### config.mk
export PLATFORM = sky130hd
export DESIGN_NAME = debounce_sync_gea1_flat
export DESIGN_NICKNAME = d
export VERILOG_FILES = /design/src/rtl/debounce_sync_gea1_if.sv /design/src/rtl/debounce_sync_gea1.sv /design/src/flat_wrapper.sv
export SDC_FILE = /design/constraint.sdc
export NUM_CORES = 1
export LEC_CHECK = 0
export ABC_CLOCK_PERIOD_IN_PS = 3700
export CORE_AREA = 2 2 42 44
export CTS_BUF_LIST = sky130_fd_sc_hd__clkbuf_8
export DETAILED_ROUTE_END_ITERATION = 8
export DIE_AREA = 0 0 44 46
export PLACE_DENSITY_LB_ADDON = 0.12
export REMOVE_ABC_BUFFERS = 1
export SYNTH_ARGS = -nofsm -noshare
export SYNTH_HDL_FRONTEND = slang
export SYNTH_SLANG_ARGS = --single-unit
### constraint.sdc
create_clock -name clk -period 3.7 [get_ports clk]
set_input_delay 0.37 -clock clk [delete_from_list [all_inputs] [get_ports clk]]
set_output_delay 0.37 -clock clk [all_outputs]
set_load 0.005 [all_outputs]
### src/rtl/debounce_sync_gea1_if.sv
// Handshake bundle for debounce_sync_gea1: raw level in, clean level and pulses out.
// Optional gcnt field exists only with DEBOUNCE_SYNC_GEA1_GLITCH_CNT_EN defined.
interface debounce_sync_gea1_if;
  logic a;
  logic en;
  logic y;
  logic rise;
  logic fall;
  logic busy;
`ifdef DEBOUNCE_SYNC_GEA1_GLITCH_CNT_EN
  logic [7:0] gcnt;

  modport master (
    output a, en,
    input  y, rise, fall, busy, gcnt
  );

  modport slave (
    input  a, en,
    output y, rise, fall, busy, gcnt
  );
`else
  modport master (
    output a, en,
    input  y, rise, fall, busy
  );

  modport slave (
    input  a, en,
    output y, rise, fall, busy
  );
`endif
endinterface

### src/rtl/debounce_sync_gea1.sv
// Synchronizer + debounce FSM + edge pulses for one asynchronous level input.
// DEBOUNCE_SYNC_GEA1_GLITCH_CNT_EN adds an 8-bit saturating rejected-glitch counter.
module debounce_sync_gea1 #(
  parameter int SYNC_STAGES = 2,
  parameter int CNT_W       = 4,
  parameter int DB_CYCLES   = 10,
  parameter bit RST_VAL     = 1'b0
) (
  input logic clk,
  input logic rst,
  debounce_sync_gea1_if.slave bus
);

  typedef enum logic [1:0] {
    ST_LO,
    CHK_HI,
    ST_HI,
    CHK_LO
  } state_t;

  localparam logic [CNT_W-1:0] CNT_LAST = CNT_W'(DB_CYCLES - 1);
  localparam logic [CNT_W-1:0] CNT_ONE  = CNT_W'(1);
  localparam bit               ONE_SHOT = (DB_CYCLES == 1);
  localparam state_t           ST_RST   = RST_VAL ? ST_HI : ST_LO;

  logic [SYNC_STAGES-1:0] sync_q;
  logic                   s;

  state_t           state_q, state_d;
  logic [CNT_W-1:0] cnt_q, cnt_d;
  logic             y_q, y_d;
  logic             rise_q, rise_d;
  logic             fall_q, fall_d;
  logic             reject;

  always_ff @(posedge clk or posedge rst) begin
    if (rst) begin
      sync_q <= {SYNC_STAGES{RST_VAL}};
    end else begin
      sync_q <= {sync_q[SYNC_STAGES-2:0], bus.a};
    end
  end

  assign s = sync_q[SYNC_STAGES-1];

  always_ff @(posedge clk or posedge rst) begin
    if (rst) begin
      state_q <= ST_RST;
      cnt_q   <= '0;
      y_q     <= RST_VAL;
      rise_q  <= 1'b0;
      fall_q  <= 1'b0;
    end else begin
      state_q <= state_d;
      cnt_q   <= cnt_d;
      y_q     <= y_d;
      rise_q  <= rise_d;
      fall_q  <= fall_d;
    end
  end

  // The entry edge out of ST_x counts as the first qualifying cycle.
  always_comb begin
    state_d = state_q;
    cnt_d   = cnt_q;
    y_d     = y_q;
    rise_d  = 1'b0;
    fall_d  = 1'b0;
    reject  = 1'b0;
    if (bus.en) begin
      unique case (state_q)
        ST_LO: begin
          if (s) begin
            if (ONE_SHOT) begin
              state_d = ST_HI;
              y_d     = 1'b1;
              rise_d  = 1'b1;
              cnt_d   = '0;
            end else begin
              state_d = CHK_HI;
              cnt_d   = CNT_ONE;
            end
          end
        end
        CHK_HI: begin
          if (!s) begin
            state_d = ST_LO;
            cnt_d   = '0;
            reject  = 1'b1;
          end else if (cnt_q == CNT_LAST) begin
            state_d = ST_HI;
            y_d     = 1'b1;
            rise_d  = 1'b1;
            cnt_d   = '0;
          end else begin
            cnt_d = cnt_q + CNT_ONE;
          end
        end
        ST_HI: begin
          if (!s) begin
            if (ONE_SHOT) begin
              state_d = ST_LO;
              y_d     = 1'b0;
              fall_d  = 1'b1;
              cnt_d   = '0;
            end else begin
              state_d = CHK_LO;
              cnt_d   = CNT_ONE;
            end
          end
        end
        CHK_LO: begin
          if (s) begin
            state_d = ST_HI;
            cnt_d   = '0;
            reject  = 1'b1;
          end else if (cnt_q == CNT_LAST) begin
            state_d = ST_LO;
            y_d     = 1'b0;
            fall_d  = 1'b1;
            cnt_d   = '0;
          end else begin
            cnt_d = cnt_q + CNT_ONE;
          end
        end
      endcase
    end
  end

  assign bus.y    = y_q;
  assign bus.rise = rise_q;
  assign bus.fall = fall_q;
  assign bus.busy = (state_q == CHK_HI) || (state_q == CHK_LO);

`ifdef DEBOUNCE_SYNC_GEA1_GLITCH_CNT_EN
  logic [7:0] gcnt_q;

  // An acceptance clears the count, taking priority over a rejection.
  always_ff @(posedge clk or posedge rst) begin
    if (rst) begin
      gcnt_q <= 8'd0;
    end else if (rise_d || fall_d) begin
      gcnt_q <= 8'd0;
    end else if (reject && (gcnt_q != 8'hFF)) begin
      gcnt_q <= gcnt_q + 8'd1;
    end
  end

  assign bus.gcnt = gcnt_q;
`else
  logic unused_reject;
  assign unused_reject = reject;
`endif

endmodule

### src/flat_wrapper.sv
// flat-port wrapper written by rule: the top's interface ports become plain ports
module debounce_sync_gea1_flat 
#(
  parameter int SYNC_STAGES = 2,
  parameter int CNT_W       = 4,
  parameter int DB_CYCLES   = 10,
  parameter bit RST_VAL     = 1'b0
)
  (clk, rst, bus_a, bus_en, bus_y, bus_rise, bus_fall, bus_busy);
  debounce_sync_gea1_if bus_i ();
  input logic clk;
  input logic rst;
  input wire logic [$bits(bus_i.a)-1:0] bus_a;
  input wire logic [$bits(bus_i.en)-1:0] bus_en;
  output wire logic [$bits(bus_i.y)-1:0] bus_y;
  output wire logic [$bits(bus_i.rise)-1:0] bus_rise;
  output wire logic [$bits(bus_i.fall)-1:0] bus_fall;
  output wire logic [$bits(bus_i.busy)-1:0] bus_busy;
  assign bus_i.a = bus_a;
  assign bus_i.en = bus_en;
  assign bus_y = bus_i.y;
  assign bus_rise = bus_i.rise;
  assign bus_fall = bus_i.fall;
  assign bus_busy = bus_i.busy;
  debounce_sync_gea1 #(.SYNC_STAGES(SYNC_STAGES), .CNT_W(CNT_W), .DB_CYCLES(DB_CYCLES), .RST_VAL(RST_VAL)) u_core (.clk(clk), .rst(rst), .bus(bus_i));
endmodule
==> key figures <==
Power
  • PD cells: 668 nW/um^2
  • P_leak: 0.290 nW
  • VDD IR-drop max: 0.000364 V

Die
  • Die height: 46 um
  • Site Rows: 15
  • Starting Density: 32.7%
  • Die area: 2020 um^2
  • Core area: 1610 um^2
  • Die width: 44 um
  • Top-level port count: 8

Placed design
  • DP Wirelength: 685 um
  • Buffers on Ports: 7
  • Placer Congestion: 0.688
  • Placed cell areas: 612 um^2
  • Placed insts: 71

Logic synthesis
  • Synth Area per Inst: 10.8 um^2
  • YS warnings: 0
  • Synth Instances: 49
  • Sequential area share after synthesis: 52.1%
  • Synthesized area: 528 um^2
  • Post-synth cell types: 25
  • Register bit count reported by yosys: 11

Global route
  • Initial antenna violation count: 0
  • Gr usage total: 11.1%
  • First-pass GRT wire length: 1.61 mm
  • Largest net degree at the start of global routing: 12
  • Total grt overflow: 0
  • Number of global-route vias before repair: 377

Drt
  • WL met2: 451 um
  • M1 WL: 445 um
  • First-iteration detailed-routing DRC count: 7
  • Post-route ant nets: 0
  • Detailed-route via count: 385
  • Vias/cell: 5.13
  • DRT Pass-1 Iters: 4
  • Remaining DRCs: 0
  • WL final: 937 um
  • WL met3: 40 um
  • Per-cell routed wire length: 12.5 um
  • Highest metal used: met3

Setup path
  • Worst-path cell chain: clkdlybuf4s50_1
  • Worst Path Required: 3.33 ns
  • Worst Path Max Fanout: 9
  • Worst path bufs/invs: 1
  • CP top delay family: buffers and inverters
  • CP startpoint kind: flop
  • Crit path DAT: 1.29 ns
  • CP peak stage delay: 0.56 ns
  • Worst Setup Path Type: reg -> out
  • Slowest CP cell: clkdlybuf4s50_1
  • Worst setup EP type: output port
  • Setup slack, reg-to-reg: 2.31 ns

Clock tree
  • CTS sink cnt: 11
  • CTS tree: yes
  • Max clock buf depth: 2
  • Setup bufs post-CTS: 0
  • Clock root cell: clkbuf_8
  • Hold_buf cts: 0
  • H-tree levels: 1
  • Clock Latency Late Sink: 0.23 ns
  • Worst-path clk slew: 0.05 ns
  • CTS Buf Count: 3
  • CTS resizes: 0

STA
  • Worst-margin pin slew: 0.410 ns
  • Slew headroom: 72.6%
  • Peak Freq: 0.601 GHz
  • TNS Setup: 0 ns
  • Hold slack: 0.359 ns
  • Clock Skews: 0.00237 ns
  • RSZ-0062 raised after global routing: false
  • Max Slew Vio Count: 0
  • Final period demand of the worst path: 1.66 ns
  • Setup violations, final: 0
  • Post-route clock period utilization: 45.0%
  • Hold Violations, Final: 0

Layout
  • Commonest cells after routing, fill and taps aside: dfrtp_1, clkdlybuf4s50_1, nor2_1, inv_1
  • Fill cells: 172
  • Antenna diodes: 0
  • Fin nets: 65
  • Most common cell after layout, fill and taps aside: dfrtp_1
  • Ratio of cells with drive above 1 in the final layout: 12.1%
  • FF+latch area: 275 um^2
  • Post-layout util: 40.7%
  • Multi-input gate area: 234 um^2
  • Final Cell Area: 657 um^2
  • Non-filler cells, final: 75
  • Area Growth Syn to Fin: 24.4%

Run status
  • Outcome: finished, final reports clean

Job
  • Max cap viols: 0

Hold path
  • HP Class: reg -> reg
## routing by layer
| layer | vias to the layer above | global-route usage [%] |
|---|---|---|
| met4 | 0 | 1.82 |
| li1 | 192 | - |
| met3 | 0 | 3.97 |
| met2 | 8 | 17.4 |
| met1 | 185 | 15.1 |
| met5 | - | 0 |
## power by group
group	leakage [nW]	switching (mW)	internal (mW)
logic	0.128	0.0615	0.0659
clock network	0.0269	0.0410	0.0725
registers	0.135	0.0468	0.151
## path summary, 6_finish.rpt
path	startpoint	to	cells after the start
worst min-delay path	u_core.sync_q[0]$_DFF_PP0_	u_core.sync_q[1]$_DFF_PP0_	0
min in group asynchronous	rst	u_core.bus.y$_DFFE_PP0P_	2
worst max-delay path	u_core.state_q[0]$_DFFE_PP0P_	bus_busy	1
worst min register to register	u_core.sync_q[0]$_DFF_PP0_	u_core.sync_q[1]$_DFF_PP0_	0
max in group asynchronous	rst	u_core.sync_q[0]$_DFF_PP0_	2
worst max register to register	u_core.cnt_q[1]$_DFFE_PP0P_	flop	5
## final cells by class
type	instances	share of cell area (%)
Sequential cell	11	41.9
Clock buffer	3	6.29
Timing Repair Buffer	7	10.7
Multi-Input combinational cell	33	35.6
Tap cell	17	3.24
Clock inverter	1	0.571
Inverter	3	1.71
## cells in the mapped netlist
cell	number	area share (%)
dfrtp_1	11	52
nor2_1	4	2.8
inv_1	3	2.1
nand2_1	3	2.1
nor3_1	3	2.8
a21oi_1	2	1.9
clkbuf_1	2	1.4
ha_1	2	4.7
nand3_1	2	1.9
o21ai_0	2	1.9
a211o_1	1	1.7
a21oi_2	1	1.7
a22o_1	1	1.7
a31oi_1	1	1.2
a32o_1	1	1.9
and3b_1	1	1.7
mux2_1	1	2.1
mux2_2	1	2.1
nand3b_1	1	1.4
nand4b_1	1	1.7
nor2b_1	1	1.2
o211ai_1	1	1.4
o21ai_2	1	1.7
xnor2_1	1	1.7
xor2_2	1	3.1
## flip-flops by register name, summed over array words and instances (netlist names), named ones only
register / flops
u_core.bus.fall: 1
u_core.bus.rise: 1
u_core.bus.y: 1
u_core.cnt_q: 4
u_core.state_q: 1
u_core.sync_q: 2
## logic make-up after synthesis
| kind of cell | Yosys count | share of synthesized area [%] |
|---|---|---|
| compound gates | 11 | 14.9 |
| flops | 11 | 52.1 |
| fa+ha+maj | 2 | 4.74 |
| buf+inv | 5 | 3.55 |
| mux | 2 | 4.27 |
| simple gates | 16 | 15.6 |
| xor+xnor | 2 | 4.74 |
## per-stage QoR
| stage | total power, mW | worst slack, ns |
|---|---|---|
| after floorplan | 0.286 | 2.42 |
| after global placement | 0.333 | 1.96 |
| after detailed placement | 0.329 | 1.95 |
| after CTS | 0.445 | 2.03 |
| after global routing | 0.477 | 1.97 |
| final | 0.438 | 2.04 |
(Power assumes the default switching activity.)
